===== config.mk =====
export PLATFORM = sky130hd
export DESIGN_NAME = if_stage_flat
export DESIGN_NICKNAME = d
export VERILOG_FILES = /design/src/rtl/if_stage_if.sv /design/src/rtl/if_stage.sv /design/src/flat_wrapper.sv
export SDC_FILE = /design/constraint.sdc
export NUM_CORES = 1
export LEC_CHECK = 0
export ABC_AREA = 1
export CORE_MARGIN = 10
export CORE_UTILIZATION = 45
export DETAILED_ROUTE_END_ITERATION = 8
export PLACE_DENSITY = 0.71
export SYNTH_ARGS = -nofsm -noshare
export SYNTH_HDL_FRONTEND = slang
export SYNTH_SLANG_ARGS = --single-unit

===== constraint.sdc =====
create_clock -name clk -period 3.3 [get_ports clk]
set_clock_uncertainty 0.1 [all_clocks]
set_input_delay 0.66 -clock clk [delete_from_list [all_inputs] [get_ports clk]]
set_output_delay 0.66 -clock clk [all_outputs]
set_load 0.02 [all_outputs]

===== src/rtl/if_stage_if.sv =====
// Instruction-memory bus between the fetch stage (master) and instruction memory (slave).
// Requests use valid/ready; responses come back in order with no backpressure.
interface if_stage_if #(
    parameter int unsigned DATA_WIDTH = 32,
    parameter int unsigned ADDR_WIDTH = 32
);
    logic                  imem_req_valid;
    logic                  imem_req_ready;
    logic [ADDR_WIDTH-1:0] imem_req_addr;
    logic                  imem_rsp_valid;
    logic [DATA_WIDTH-1:0] imem_rsp_data;

    modport master (
        output imem_req_valid,
        output imem_req_addr,
        input  imem_req_ready,
        input  imem_rsp_valid,
        input  imem_rsp_data
    );

    modport slave (
        input  imem_req_valid,
        input  imem_req_addr,
        output imem_req_ready,
        output imem_rsp_valid,
        output imem_rsp_data
    );
endinterface


===== src/rtl/if_stage.sv =====
// Instruction fetch stage: credit-limited imem requests, in-order response buffer, redirect squash.
// Optional macro IF_PERF_CNT_EN adds fetch and squash performance counters.
module if_stage #(
    parameter int unsigned           DATA_WIDTH = 32,
    parameter int unsigned           ADDR_WIDTH = 32,
    parameter logic [ADDR_WIDTH-1:0] RESET_PC   = '0,
    parameter int unsigned           FIFO_DEPTH = 2
) (
    input  logic                  clk,
    input  logic                  arst_n,
    if_stage_if.master            imem,
    input  logic                  redirect_in,
    input  logic [ADDR_WIDTH-1:0] redirect_pc_in,
    output logic                  if_valid_out,
    input  logic                  id_ready_in,
    output logic [DATA_WIDTH-1:0] inst_out,
    output logic [ADDR_WIDTH-1:0] pc_out
`ifdef IF_PERF_CNT_EN
    ,
    output logic [31:0]           perf_fetch_cnt_out,
    output logic [31:0]           perf_squash_cnt_out
`endif
);
    localparam int unsigned PTR_W = $clog2(FIFO_DEPTH);
    localparam int unsigned CNT_W = $clog2(FIFO_DEPTH + 1);
    localparam int unsigned SUM_W = CNT_W + 1;
    localparam logic [DATA_WIDTH-1:0] NOP = DATA_WIDTH'(32'h0000_0013);

    logic [ADDR_WIDTH-1:0] pc_q, pc_d;
    logic [CNT_W-1:0]      fifo_cnt_q, fifo_cnt_d;
    logic [PTR_W-1:0]      fifo_rd_q, fifo_rd_d;
    logic [PTR_W-1:0]      fifo_wr_q, fifo_wr_d;
    logic [CNT_W-1:0]      outst_q, outst_d;
    logic [CNT_W-1:0]      discard_q, discard_d;
    logic [PTR_W-1:0]      pcq_rd_q, pcq_rd_d;
    logic [PTR_W-1:0]      pcq_wr_q, pcq_wr_d;
    logic                  started_q;
    logic [ADDR_WIDTH-1:0] pc_last_q;

    logic [DATA_WIDTH-1:0] fifo_inst_q [FIFO_DEPTH];
    logic [ADDR_WIDTH-1:0] fifo_pc_q   [FIFO_DEPTH];
    logic [ADDR_WIDTH-1:0] pcq_q       [FIFO_DEPTH];

    logic fifo_nonempty, req_fire, rsp_drop, push, pop;
    logic unused_pc_bits;

    assign unused_pc_bits = ^redirect_pc_in[1:0];
    assign fifo_nonempty  = (fifo_cnt_q != '0);

    // In-flight requests plus buffered entries never exceed the buffer depth.
    assign imem.imem_req_valid = started_q & ~redirect_in &
                                 (({1'b0, outst_q} + {1'b0, fifo_cnt_q}) < SUM_W'(FIFO_DEPTH));
    assign imem.imem_req_addr  = pc_q;

    assign if_valid_out = fifo_nonempty;
    assign inst_out     = fifo_nonempty ? fifo_inst_q[fifo_rd_q] : NOP;
    assign pc_out       = fifo_nonempty ? fifo_pc_q[fifo_rd_q]   : pc_last_q;

    always_comb begin
        req_fire   = imem.imem_req_valid & imem.imem_req_ready;
        rsp_drop   = imem.imem_rsp_valid & (redirect_in | (discard_q != '0));
        push       = imem.imem_rsp_valid & ~rsp_drop;
        pop        = fifo_nonempty & id_ready_in & ~redirect_in;
        pc_d       = pc_q;
        fifo_cnt_d = fifo_cnt_q;
        fifo_rd_d  = fifo_rd_q;
        fifo_wr_d  = fifo_wr_q;
        discard_d  = discard_q;
        outst_d    = outst_q + CNT_W'(req_fire) - CNT_W'(imem.imem_rsp_valid);
        pcq_wr_d   = pcq_wr_q + PTR_W'(req_fire);
        pcq_rd_d   = pcq_rd_q + PTR_W'(imem.imem_rsp_valid);
        if (redirect_in) begin
            // Everything still in flight after this cycle belongs to the old path.
            pc_d       = {redirect_pc_in[ADDR_WIDTH-1:2], 2'b00};
            fifo_cnt_d = '0;
            fifo_rd_d  = fifo_wr_q;
            discard_d  = outst_d;
        end else begin
            if (req_fire) begin
                pc_d = pc_q + ADDR_WIDTH'(4);
            end
            fifo_cnt_d = fifo_cnt_q + CNT_W'(push) - CNT_W'(pop);
            fifo_rd_d  = fifo_rd_q + PTR_W'(pop);
            fifo_wr_d  = fifo_wr_q + PTR_W'(push);
            discard_d  = discard_q - CNT_W'(rsp_drop);
        end
    end

    always_ff @(posedge clk) begin
        if (!arst_n) begin
            pc_q       <= RESET_PC;
            fifo_cnt_q <= '0;
            fifo_rd_q  <= '0;
            fifo_wr_q  <= '0;
            outst_q    <= '0;
            discard_q  <= '0;
            pcq_rd_q   <= '0;
            pcq_wr_q   <= '0;
            started_q  <= 1'b0;
            pc_last_q  <= '0;
        end else begin
            pc_q       <= pc_d;
            fifo_cnt_q <= fifo_cnt_d;
            fifo_rd_q  <= fifo_rd_d;
            fifo_wr_q  <= fifo_wr_d;
            outst_q    <= outst_d;
            discard_q  <= discard_d;
            pcq_rd_q   <= pcq_rd_d;
            pcq_wr_q   <= pcq_wr_d;
            started_q  <= 1'b1;
            pc_last_q  <= pc_out;
        end
    end

    // Payload storage needs no reset: occupancy is tracked by the counters above.
    always_ff @(posedge clk) begin
        if (req_fire) begin
            pcq_q[pcq_wr_q] <= pc_q;
        end
        if (push) begin
            fifo_inst_q[fifo_wr_q] <= imem.imem_rsp_data;
            fifo_pc_q[fifo_wr_q]   <= pcq_q[pcq_rd_q];
        end
    end

`ifdef IF_PERF_CNT_EN
    logic [31:0] perf_fetch_q, perf_squash_q;

    always_ff @(posedge clk) begin
        if (!arst_n) begin
            perf_fetch_q  <= '0;
            perf_squash_q <= '0;
        end else begin
            perf_fetch_q  <= perf_fetch_q + 32'(pop);
            perf_squash_q <= perf_squash_q + 32'(rsp_drop) +
                             (redirect_in ? 32'(fifo_cnt_q) : 32'd0);
        end
    end

    assign perf_fetch_cnt_out  = perf_fetch_q;
    assign perf_squash_cnt_out = perf_squash_q;
`endif
endmodule


===== src/flat_wrapper.sv =====
// flat-port wrapper written by rule: the top's interface ports become plain ports
module if_stage_flat 
#(
    parameter int unsigned           DATA_WIDTH = 32,
    parameter int unsigned           ADDR_WIDTH = 32,
    parameter logic [ADDR_WIDTH-1:0] RESET_PC   = '0,
    parameter int unsigned           FIFO_DEPTH = 2
)
  (clk, arst_n, redirect_in, redirect_pc_in, if_valid_out, id_ready_in, inst_out, pc_out, imem_imem_req_valid, imem_imem_req_addr, imem_imem_req_ready, imem_imem_rsp_valid, imem_imem_rsp_data);
  if_stage_if #(.DATA_WIDTH(DATA_WIDTH), .ADDR_WIDTH(ADDR_WIDTH)) imem_i ();
  input  logic clk;
  input  logic arst_n;
  input  logic redirect_in;
  input  logic [ADDR_WIDTH-1:0] redirect_pc_in;
  output logic if_valid_out;
  input  logic id_ready_in;
  output logic [DATA_WIDTH-1:0] inst_out;
  output logic [ADDR_WIDTH-1:0] pc_out;
  output wire logic [$bits(imem_i.imem_req_valid)-1:0] imem_imem_req_valid;
  output wire logic [$bits(imem_i.imem_req_addr)-1:0] imem_imem_req_addr;
  input wire logic [$bits(imem_i.imem_req_ready)-1:0] imem_imem_req_ready;
  input wire logic [$bits(imem_i.imem_rsp_valid)-1:0] imem_imem_rsp_valid;
  input wire logic [$bits(imem_i.imem_rsp_data)-1:0] imem_imem_rsp_data;
  assign imem_imem_req_valid = imem_i.imem_req_valid;
  assign imem_imem_req_addr = imem_i.imem_req_addr;
  assign imem_i.imem_req_ready = imem_imem_req_ready;
  assign imem_i.imem_rsp_valid = imem_imem_rsp_valid;
  assign imem_i.imem_rsp_data = imem_imem_rsp_data;
  if_stage #(.DATA_WIDTH(DATA_WIDTH), .ADDR_WIDTH(ADDR_WIDTH), .RESET_PC(RESET_PC), .FIFO_DEPTH(FIFO_DEPTH)) u_core (.clk(clk), .arst_n(arst_n), .imem(imem_i), .redirect_in(redirect_in), .redirect_pc_in(redirect_pc_in), .if_valid_out(if_valid_out), .id_ready_in(id_ready_in), .inst_out(inst_out), .pc_out(pc_out));
endmodule

# Word-level counts from Yosys, hierarchy flattened
# Memory sizes are Yosys's and may differ from the RTL's. A register that Yosys moved wholly into a read port is not among the register bits.
# Cells that the tools add are included.
[classes]
addsub = 11
multipliers = 0
n_div = 0
magnitude_cmp = 1
n_eq_ne = 0
shift = 0
mux = 14
bitwise = 11
n_reduce_logical = 4
[ops]
columns = ["cell", "n"]
rows = [
  ["$mux 32", 4],
  ["$add 32x3->32 const B", 1],
  ["$mux 1", 9],
  ["$and 1x1->1", 7],
  ["$reduce_bool 2->1", 3],
  ["$sub 2x1->2", 3],
  ["$add 1x1->1", 4],
  ["$add 2x1->2", 2],
  ["$add 2x2->3", 1],
  ["$lt 3x2->1 const B", 1],
  ["$not 1->1", 3],
  ["$mux 2", 1],
  ["$reduce_or 2->1", 1],
  ["$or 1x1->1", 1],
]
[word_totals]
register_bits = 75
latch_bits = 0
ramBits = 192
rom_bits = 0
in_bits = 70
output_inout_bits = 98
elab_cells = 55
memories = 3
[mem_list]
columns = ["name", "words", "word_bits", "rd", "rd_ports_with_merged_regs", "wr", "line", "text"]
rows = [
  ["u_core.fifo_inst_q", 2, 32, 1, 1, 1, "if_stage.sv:40", "logic [DATA_WIDTH-1:0] fifo_inst_q [FIFO_DEPTH];"],
  ["u_core.fifo_pc_q", 2, 32, 1, 1, 1, "if_stage.sv:41", "logic [ADDR_WIDTH-1:0] fifo_pc_q [FIFO_DEPTH];"],
  ["u_core.pcq_q", 2, 32, 1, 1, 1, "if_stage.sv:42", "logic [ADDR_WIDTH-1:0] pcq_q [FIFO_DEPTH];"],
]

# Logic depth before layout (Yosys ltp)
# Gate-level depths: netlist (run 1).
[logic_depth]
depth_word = 7
mapped_depth = 11
mapped_depth_nobuf = 11

# Worst setup path before layout (run 1)
# OpenSTA, ideal clock, no wires.
[synth_path]
path_kind = "input port to flip-flop"
from = "input redirect_in"
to = "memory u_core.fifo_inst_q[0][0] (enable)"
setup_ps = 427
arrival_ps = 3007
required_time_ps = 2773
path_slack_ps = -234
cell_stages = 4
n_path_buf = 2
path_cell_list = "buf_6 -> clkbuf_1 -> nor4_1 -> ha_1"
[synth_via]
elab_chain_cells = 6
[synth_rtl]
columns = ["item", "line", "text"]
rows = [
  ["start, declared", "flat_wrapper.sv:13", "input logic redirect_in;"],
  ["$or 1x1->1", "if_stage.sv:61", "rsp_drop = imem.imem_rsp_valid & (redirect_in | (discard_q != '0));"],
  ["$and 1x1->1", "if_stage.sv:61", ""],
  ["$not 1->1", "if_stage.sv:62", "push = imem.imem_rsp_valid & ~rsp_drop;"],
  ["$and 1x1->1", "if_stage.sv:62", ""],
  ["$mux 1", "if_stage.sv:120", "if (push) begin"],
  ["$mux 1 (not written as such)", "if_stage.sv:121", "fifo_inst_q[fifo_wr_q] <= imem.imem_rsp_data;"],
  ["end, declared", "if_stage.sv:40", ""],
]
# No other way between the ends.

# Final worst setup path (run 1)
[layout_path]
from = "register u_core.fifo_cnt_q[0]"
to = "output pc_out[11]"
[layout_via]
elab_chain_cells = 2
[layout_rtl]
columns = ["item", "line", "text"]
rows = [
  ["start, declared", "if_stage.sv:30", "logic [CNT_W-1:0] fifo_cnt_q, fifo_cnt_d;"],
  ["start signal, assigned", "if_stage.sv:103", "fifo_cnt_q <= fifo_cnt_d;"],
  ["$reduce_bool 2->1", "if_stage.sv:48", "assign fifo_nonempty = (fifo_cnt_q != '0);"],
  ["$mux 32", "if_stage.sv:57", "assign pc_out = fifo_nonempty ? fifo_pc_q[fifo_rd_q] : pc_last_q;"],
  ["end, declared", "flat_wrapper.sv:18", "output logic [ADDR_WIDTH-1:0] pc_out;"],
]
# No other way between the ends.

==> impl_metrics.tcl, run 1 <==
set metrics [dict create \
    max_stage_delay_ns 0.67 \
    whs_path_depth 2 \
    clock_latency_ns 0.52 \
    ios 168 \
    cts_buffers 26 \
    fin_area_mm2 0.01365 \
    synthCells 986 \
    synth_seq_area_share_pct 65.63 \
    startpoint_type "register" \
    place.gp.congestion 0.8333 \
    core-area_mm2 0.02347 \
    hold_class "register to register" \
    synth_edf_count 184 \
    status "finished clean" \
    wl_per_cell_um 16.54 \
    crit_top_cell "a21oi_1" \
    dp_hpwl_mm 16.40 \
    grt_usage_pct 15.78 \
    drtIter0Drc 666 \
    synth_cell_types 38 \
    fmax_mhz 317.2 \
    synthFlopType "edfxtp_1" \
    syn_area_mm2 0.01071 \
    post-synth-top-area-cell "edfxtp_1" \
    reg2regPathDepth 8 \
    std_cell_rows 56 \
    post-route-min-period_ns 3.153 \
    placed_cells 1445 \
    ant_nets 0 \
    grt_pass1_wl_mm 39.21 \
    async_flop_share_pct 0 \
    irDropWorstVdd_uv 322.7 \
    holdPathEnd "u_core.pc_last_q[0]" \
    cts_tree "built" \
    diodes 0 \
    power_density_mw_per_mm2 548.4 \
    antenna_found_initial 0 \
    clock_path_buffers 3 \
    final_cells 1495 \
    critPathRequiredTime_ns 2.54 \
    drive_above_1_share_pct 11.56 \
    synthTopCellsByArea "edfxtp_1 52%, dfxtp_1 14%, nand2_1 7.6%, a21oi_1 5.3%, mux2_2 3.2%" \
    start_util_pct 45.61 \
    grt_max_degree 63 \
    arrival_ns 2.39 \
    cp_cell_sequence "nor2_4 -> buf_6 -> a21oi_1 -> a21oi_1 -> clkdlybuf4s50_1" \
    r2r_end "u_core.pcq_q[0][23]" \
    ys_seq_elements 259 \
    yosys_warnings 0 \
    grt_pass1_vias 7446 \
    die_w_um 174.2 \
    yosys.cell_count.top_type "nand2_1" \
    avgSynthCellArea_um2 10.86 \
    drv_slew 0 \
    leakagePower_nw 5.092 \
    vias_per_cell 5.052 \
    rsz0062_at_grt "false" \
    criticalPathCategory "register to output pin" \
    nets 1236 \
    crit_fanout 22 \
    final.fill_count 1927 \
    place_area_mm2 0.01273 \
    timing.rr.start "u_core.fifo_cnt_q[0]" \
    clk_pin_slew_ns 0.06 \
    areaGrowthSynthToFinish_pct 27.51 \
    period_share_pct 95.54 \
    regToRegSetupSlack_ns 0.91 \
    htree_levels 1 \
    vias 7552 \
    root_buffer "clkbuf_16" \
    yosys-top-cells-count "218 x nand2_1, 184 x edfxtp_1, 114 x a21oi_1, 75 x dfxtp_1, 74 x inv_1" \
    hp-start "u_core.pc_last_q[0]" \
    drv_cap 0 \
    drc_errors 0 \
    setup_viol 0 \
    numPortBuffers 163 \
    cpMaxStageDelayCell "clkdlybuf4s50_1" \
    synth_top_area_share_pct 51.61 \
    hold_viol_final 0 \
    die_h_um 174.2 \
    die-area_mm2 0.03036 \
    firstDrtPassIters 7 \
    routed_wl_mm 24.73 \
    grt-ovfl-total 0 \
    cts_sinks 259 \
    end_kind "output pin" \
]
-- per-stage QoR --
step / util, % / TNS [ns] / setup WS, ns / hold WS [ns] / total power, mW
3_3_place_gp: 54.22 / 0 / 0.4380 / 0.3325 / 4.558
5_1_grt: 58.16 / 0 / 0.01251 / 0.3669 / 7.759
3_5_place_dp: 54.22 / 0 / 0.4368 / 0.3394 / 4.579
6_report: 58.16 / 0 / 0.1472 / 0.3457 / 7.487
2_1_floorplan: - / -28.99 / -0.2338 / 0.3246 / 4.203
4_1_cts: 58.08 / 0 / 0.02912 / 0.3492 / 7.555
-- power breakdown --
part	total, mW	switching (mW)	leakage [nW]	internal (mW)
sequential	3.71	0.0800	2.31	3.63
combinational	0.803	0.447	2.35	0.356
clock	2.98	1.19	0.432	1.79
total	7.49	1.71	5.09	5.77
-- critical path, delay by kind of cell, from the launching register on --
kind                   cells  cell delay, ns
buffers and inverters      2            0.93
flip-flops                 1            0.35
AO/OA/AOI/OAI              2            0.34
AND/OR/NAND/NOR            1            0.24
-- layout make-up --
type	instances	area, um2	area share [%]
Tap cell	319	399.1	2.924
Timing Repair Buffer	187	1903	13.94
Clock buffer	31	720.7	5.279
Multi-Input combinational cell	604	3138	22.99
Clock inverter	16	162.7	1.191
Sequential cell	259	7028	51.48
Inverter	79	300.3	2.200
-- what timing repair did --
item	in CTS	in global routing
hold endpoints to repair	0	0
resized for setup	0	8
setup endpoints to repair	38	9
setup buffers	3	0
hold buffers	0	0
pin swaps	1	0
-- registers in the layout, indices dropped and copies added (netlist names), named ones only --
name and count:
u_core.discard_q 2, u_core.fifo_cnt_q 2, u_core.fifo_inst_q 64, u_core.fifo_pc_q 60
u_core.fifo_rd_q 1, u_core.fifo_wr_q 1, u_core.imem.imem_req_addr 30, u_core.outst_q 2
u_core.pc_last_q 32, u_core.pcq_q 60, u_core.pcq_rd_q 1, u_core.pcq_wr_q 1
u_core.started_q 1
-- worst max path at each step --
stage / startpoint / endpoint / slack [ns] / depth (start not counted)
after floorplan: redirect_in / u_core.fifo_inst_q[0][0] / -0.23 / 4
after global placement: u_core.fifo_cnt_q[1] / pc_out[11] / 0.44 / 5
after detailed placement: u_core.fifo_cnt_q[1] / pc_out[11] / 0.44 / 5
after CTS: u_core.fifo_cnt_q[1] / pc_out[16] / 0.03 / 6
after global routing: u_core.fifo_cnt_q[0] / pc_out[14] / 0.01 / 6
final: u_core.fifo_cnt_q[0] / pc_out[11] / 0.15 / 5
-- cell usage in the layout (no fill, tap or decap), types with 5 or more instances in the layout --
cell,Yosys,routed
buf_4,5,17
nor2_2,7,9
nor2_1,67,65
a31oi_1,7,7
nor2_4,9,9
clkinv_1,2,5
dlymetal6s2s_1,0,5
a21oi_1,114,114
nand2_2,10,10
clkdlybuf4s50_1,0,158
buf_12,0,6
clkbuf_16,0,27
inv_1,74,74
ha_1,8,6
xnor2_1,5,5
nand3_1,47,47
edfxtp_1,184,184
clkinv_2,0,6
mux2_2,30,30
nand2_1,218,218
and2_1,30,30
o21ai_0,30,30
dfxtp_1,75,74
-- routing by layer --
metal | up-vias | GRT usage [%] | part of all wire, %
li1 | 3671 | - | -
met1 | 3592 | 21.06 | 44
met2 | 250 | 25.33 | 47
met3 | 39 | 3.294 | 7.2
met4 | 0 | 4.667 | 2.3
met5 | - | 0 | 0
-- kinds of logic after synthesis --
logic type	count (synthesis)	synth area share, %
AOI/OAI and AO/OA	156	7.479
and+or+nand+nor	399	16.73
muxes	30	3.155
xor gates and xnor gates	8	0.6545
DFF	259	65.63
other	1	0.03503
buffers and inverters	124	5.189
adders and majority gates	9	1.122
Note: power is estimated with default switching activity, not from simulation.
==> run 2: changes to the inputs <==
--- a/config.mk
+++ b/config.mk
@@ -8,6 +8,7 @@
 export ABC_AREA = 1
 export CORE_MARGIN = 10
 export CORE_UTILIZATION = 45
+export CTS_CLUSTER_DIAMETER = 100
 export DETAILED_ROUTE_END_ITERATION = 8
 export PLACE_DENSITY = 0.71
 export SYNTH_ARGS = -nofsm -noshare
==> results of run 2 <==
No change in the layout: final DEF, timing and power equal those of run 1.
==> run 3: changes to the inputs <==
--- a/config.mk
+++ b/config.mk
@@ -6,11 +6,12 @@
 export NUM_CORES = 1
 export LEC_CHECK = 0
 export ABC_AREA = 1
+export CAP_MARGIN = 0
 export CORE_MARGIN = 10
 export CORE_UTILIZATION = 45
 export CTS_CLUSTER_DIAMETER = 100
 export DETAILED_ROUTE_END_ITERATION = 8
-export PLACE_DENSITY = 0.71
+export PLACE_DENSITY = 0.69
 export SYNTH_ARGS = -nofsm -noshare
 export SYNTH_HDL_FRONTEND = slang
 export SYNTH_SLANG_ARGS = --single-unit
==> constraint.sdc (replaced) <==
create_clock -name clk -period 4.03 [get_ports clk]
set_clock_uncertainty 0.1 [all_clocks]
set_input_delay 0.806 -clock clk [delete_from_list [all_inputs] [get_ports clk]]
set_output_delay 0.806 -clock clk [all_outputs]
set_load 0.02 [all_outputs]
==> run 3 against run 2 <==
Compared with the run above:
- flip-flop and latch count stayed put
- cell count down 0.67%
- routed wire length rose by 0.17%
- combinational power down 19%
- sequential power is 18% lower
- via count shrank 1.2%
- worst hold slack worse by 0.0032 ns
- sequential share of layout area up 0.59 points
==> impl_metrics.tcl, run 3 (synthesized netlist as in run 1, its figures left out) <==
set metrics [dict create \
    crit_family "buffers and inverters" \
    irDropWorstVdd_uv 253.2 \
    std_cell_rows 56 \
    arrival_ns 2.74 \
    pre_cts_slack_ns 0.6887 \
    ctsHoldBuffers 0 \
    met3_usage_pct 3.770 \
    startpoint_type "register" \
    die-area_mm2 0.03036 \
    vias_per_cell 5.023 \
    grt_pass1_wl_mm 39.26 \
    hold_class "register to register" \
    fmax_mhz 274.2 \
    fin_area_mm2 0.01350 \
    drv_cap 0 \
    vias 7459 \
    criticalPathCategory "register to output pin" \
    cts_tree "built" \
    clkPwrFrac_pct 39.5 \
    diodes 0 \
    end_kind "output pin" \
    nets 1225 \
    cts_buffers 26 \
    hold_viol_final 0 \
    grt_busiest_layer "met2" \
    drive_above_1_share_pct 10.55 \
    drc_errors 0 \
    core-area_mm2 0.02347 \
    drtIter0Drc 615 \
    areaGrowthSynthToFinish_pct 26.06 \
    die_w_um 174.2 \
    dp_hpwl_mm 16.27 \
    power_density_mw_per_mm2 451.0 \
    wl_per_cell_um 16.68 \
    place_area_mm2 0.01263 \
    htree_levels 1 \
    hp-start "u_core.pc_last_q[0]" \
    period_share_pct 90.50 \
    p_seq_share_pct 49.9 \
    power.total_mw 6.088 \
    clock_latency_ns 0.52 \
    drv_slew 0 \
    met1_usage_pct 21.26 \
    antenna_found_initial 0 \
    cts_sinks 259 \
    die_h_um 174.2 \
    post_cts_buffers 0 \
    max_stage_delay_ns 0.68 \
    start_util_pct 45.61 \
    grt_pass1_vias 7353 \
    whs_path_depth 2 \
    rsz0062_at_grt "false" \
    final_core_util_pct 57.50 \
    timing.rr.start "u_core.fifo_cnt_q[0]" \
    slew_headroom_pct 49.72 \
    firstDrtPassIters 5 \
    layout_commonest_cell "nand2_1" \
    largest_reg_flops 64 \
    crit_fanout 38 \
    post-route-min-period_ns 3.647 \
    cpMaxStageDelayCell "clkdlybuf4s50_1" \
    reg2regPathDepth 11 \
    regMostFlops "u_core.fifo_inst_q" \
    clock_path_buffers 3 \
    grt_max_degree 63 \
    critPathRequiredTime_ns 3.12 \
    cp_num_buf_inv 2 \
    numPortBuffers 163 \
    r2r_end "u_core.imem.imem_req_addr[6]" \
    holdPathEnd "u_core.pc_last_q[0]" \
    pwr-share-comb_pct 10.6 \
    grt-ovfl-total 0 \
    reg_top3 "u_core.fifo_inst_q: 64 flops, u_core.fifo_pc_q: 60 flops, u_core.pcq_q: 60 flops" \
    switchingPower_mw 1.412 \
    regToRegSetupSlack_ns 1.45 \
    leakagePower_nw 4.942 \
    clk_pin_slew_ns 0.06 \
    setup_viol 0 \
    gr-usage-met2_pct 25.17 \
    cts-resized-gates 0 \
    layout_common_cells "218 x nand2_1, 184 x edfxtp_1, 163 x clkdlybuf4s50_1, 114 x a21oi_1" \
    tightest_slew_ns 0.7531 \
    fin_ws_ns 0.3830 \
    setup-tns-final_ns 0 \
    place.gp.congestion 0.8420 \
    routed_wl_mm 24.77 \
    ant_nets 0 \
    status "finished clean" \
    root_buffer "clkbuf_16" \
    internal_power_mw 4.676 \
    grt_usage_pct 15.82 \
    ios 168 \
    p_sw_share_pct 23.19 \
    cp_cell_sequence "nor2_4 -> inv_2 -> nor2_1 -> a21oi_1 -> clkdlybuf4s50_1" \
]
## run 3: metrics by stage
step | hold WS, ns | std cells
finish | 0.3425 | 1485
floorplan | 0.3246 | 987
detailed placement | 0.3390 | 1437
global route | 0.3800 | 1485
CTS | 0.3494 | 1485
global placement | 0.3345 | 1437
## run 3: area by class of cell
class,instances,area (um2)
clock buffers,39,792.0
clock inverters,9,76.32
fillers,1959,9976
inverters,79,299.0
multi-input cells,604,3136
flip-flops and latches,259,7028
well taps,319,399.1
repair buffers,176,1767
## run 3: worst max path at each step
stage                                     from                       end  slack, ns  cells after the start
after CTS                 u_core.fifo_cnt_q[1]                pc_out[13]       0.32                      5
final                     u_core.fifo_cnt_q[1]                pc_out[13]       0.38                      5
after floorplan                    redirect_in  u_core.fifo_inst_q[0][0]       0.35                      4
after detailed placement           redirect_in       imem_imem_req_valid       0.69                      5
after global placement             redirect_in       imem_imem_req_valid       0.70                      5
after global routing      u_core.fifo_cnt_q[1]                pc_out[10]       0.19                      5
## run 3: worst min-delay path: stages (launching register included)
cell and delay [ns]:
dfxtp_1 0.29, inv_1 0.06, nor3_1 0.05
## run 3: layer usage
| metal | share of wire, % | vias up |
|---|---|---|
| met5 | 0 | - |
| met4 | 1.9 | 0 |
| met3 | 8.4 | 40 |
| met2 | 46 | 270 |
| met1 | 44 | 3512 |
| li1 | - | 3637 |
## run 3: power groups by stage
stage	Clock, mW	Combinational [mW]	Sequential, mW
2_1_floorplan	0	0.345	3.10
3_3_place_gp	0	0.638	3.09
3_5_place_dp	0	0.651	3.09
4_1_cts	2.45	0.655	3.04
5_1_grt	2.56	0.709	3.05
6_report	2.40	0.647	3.04
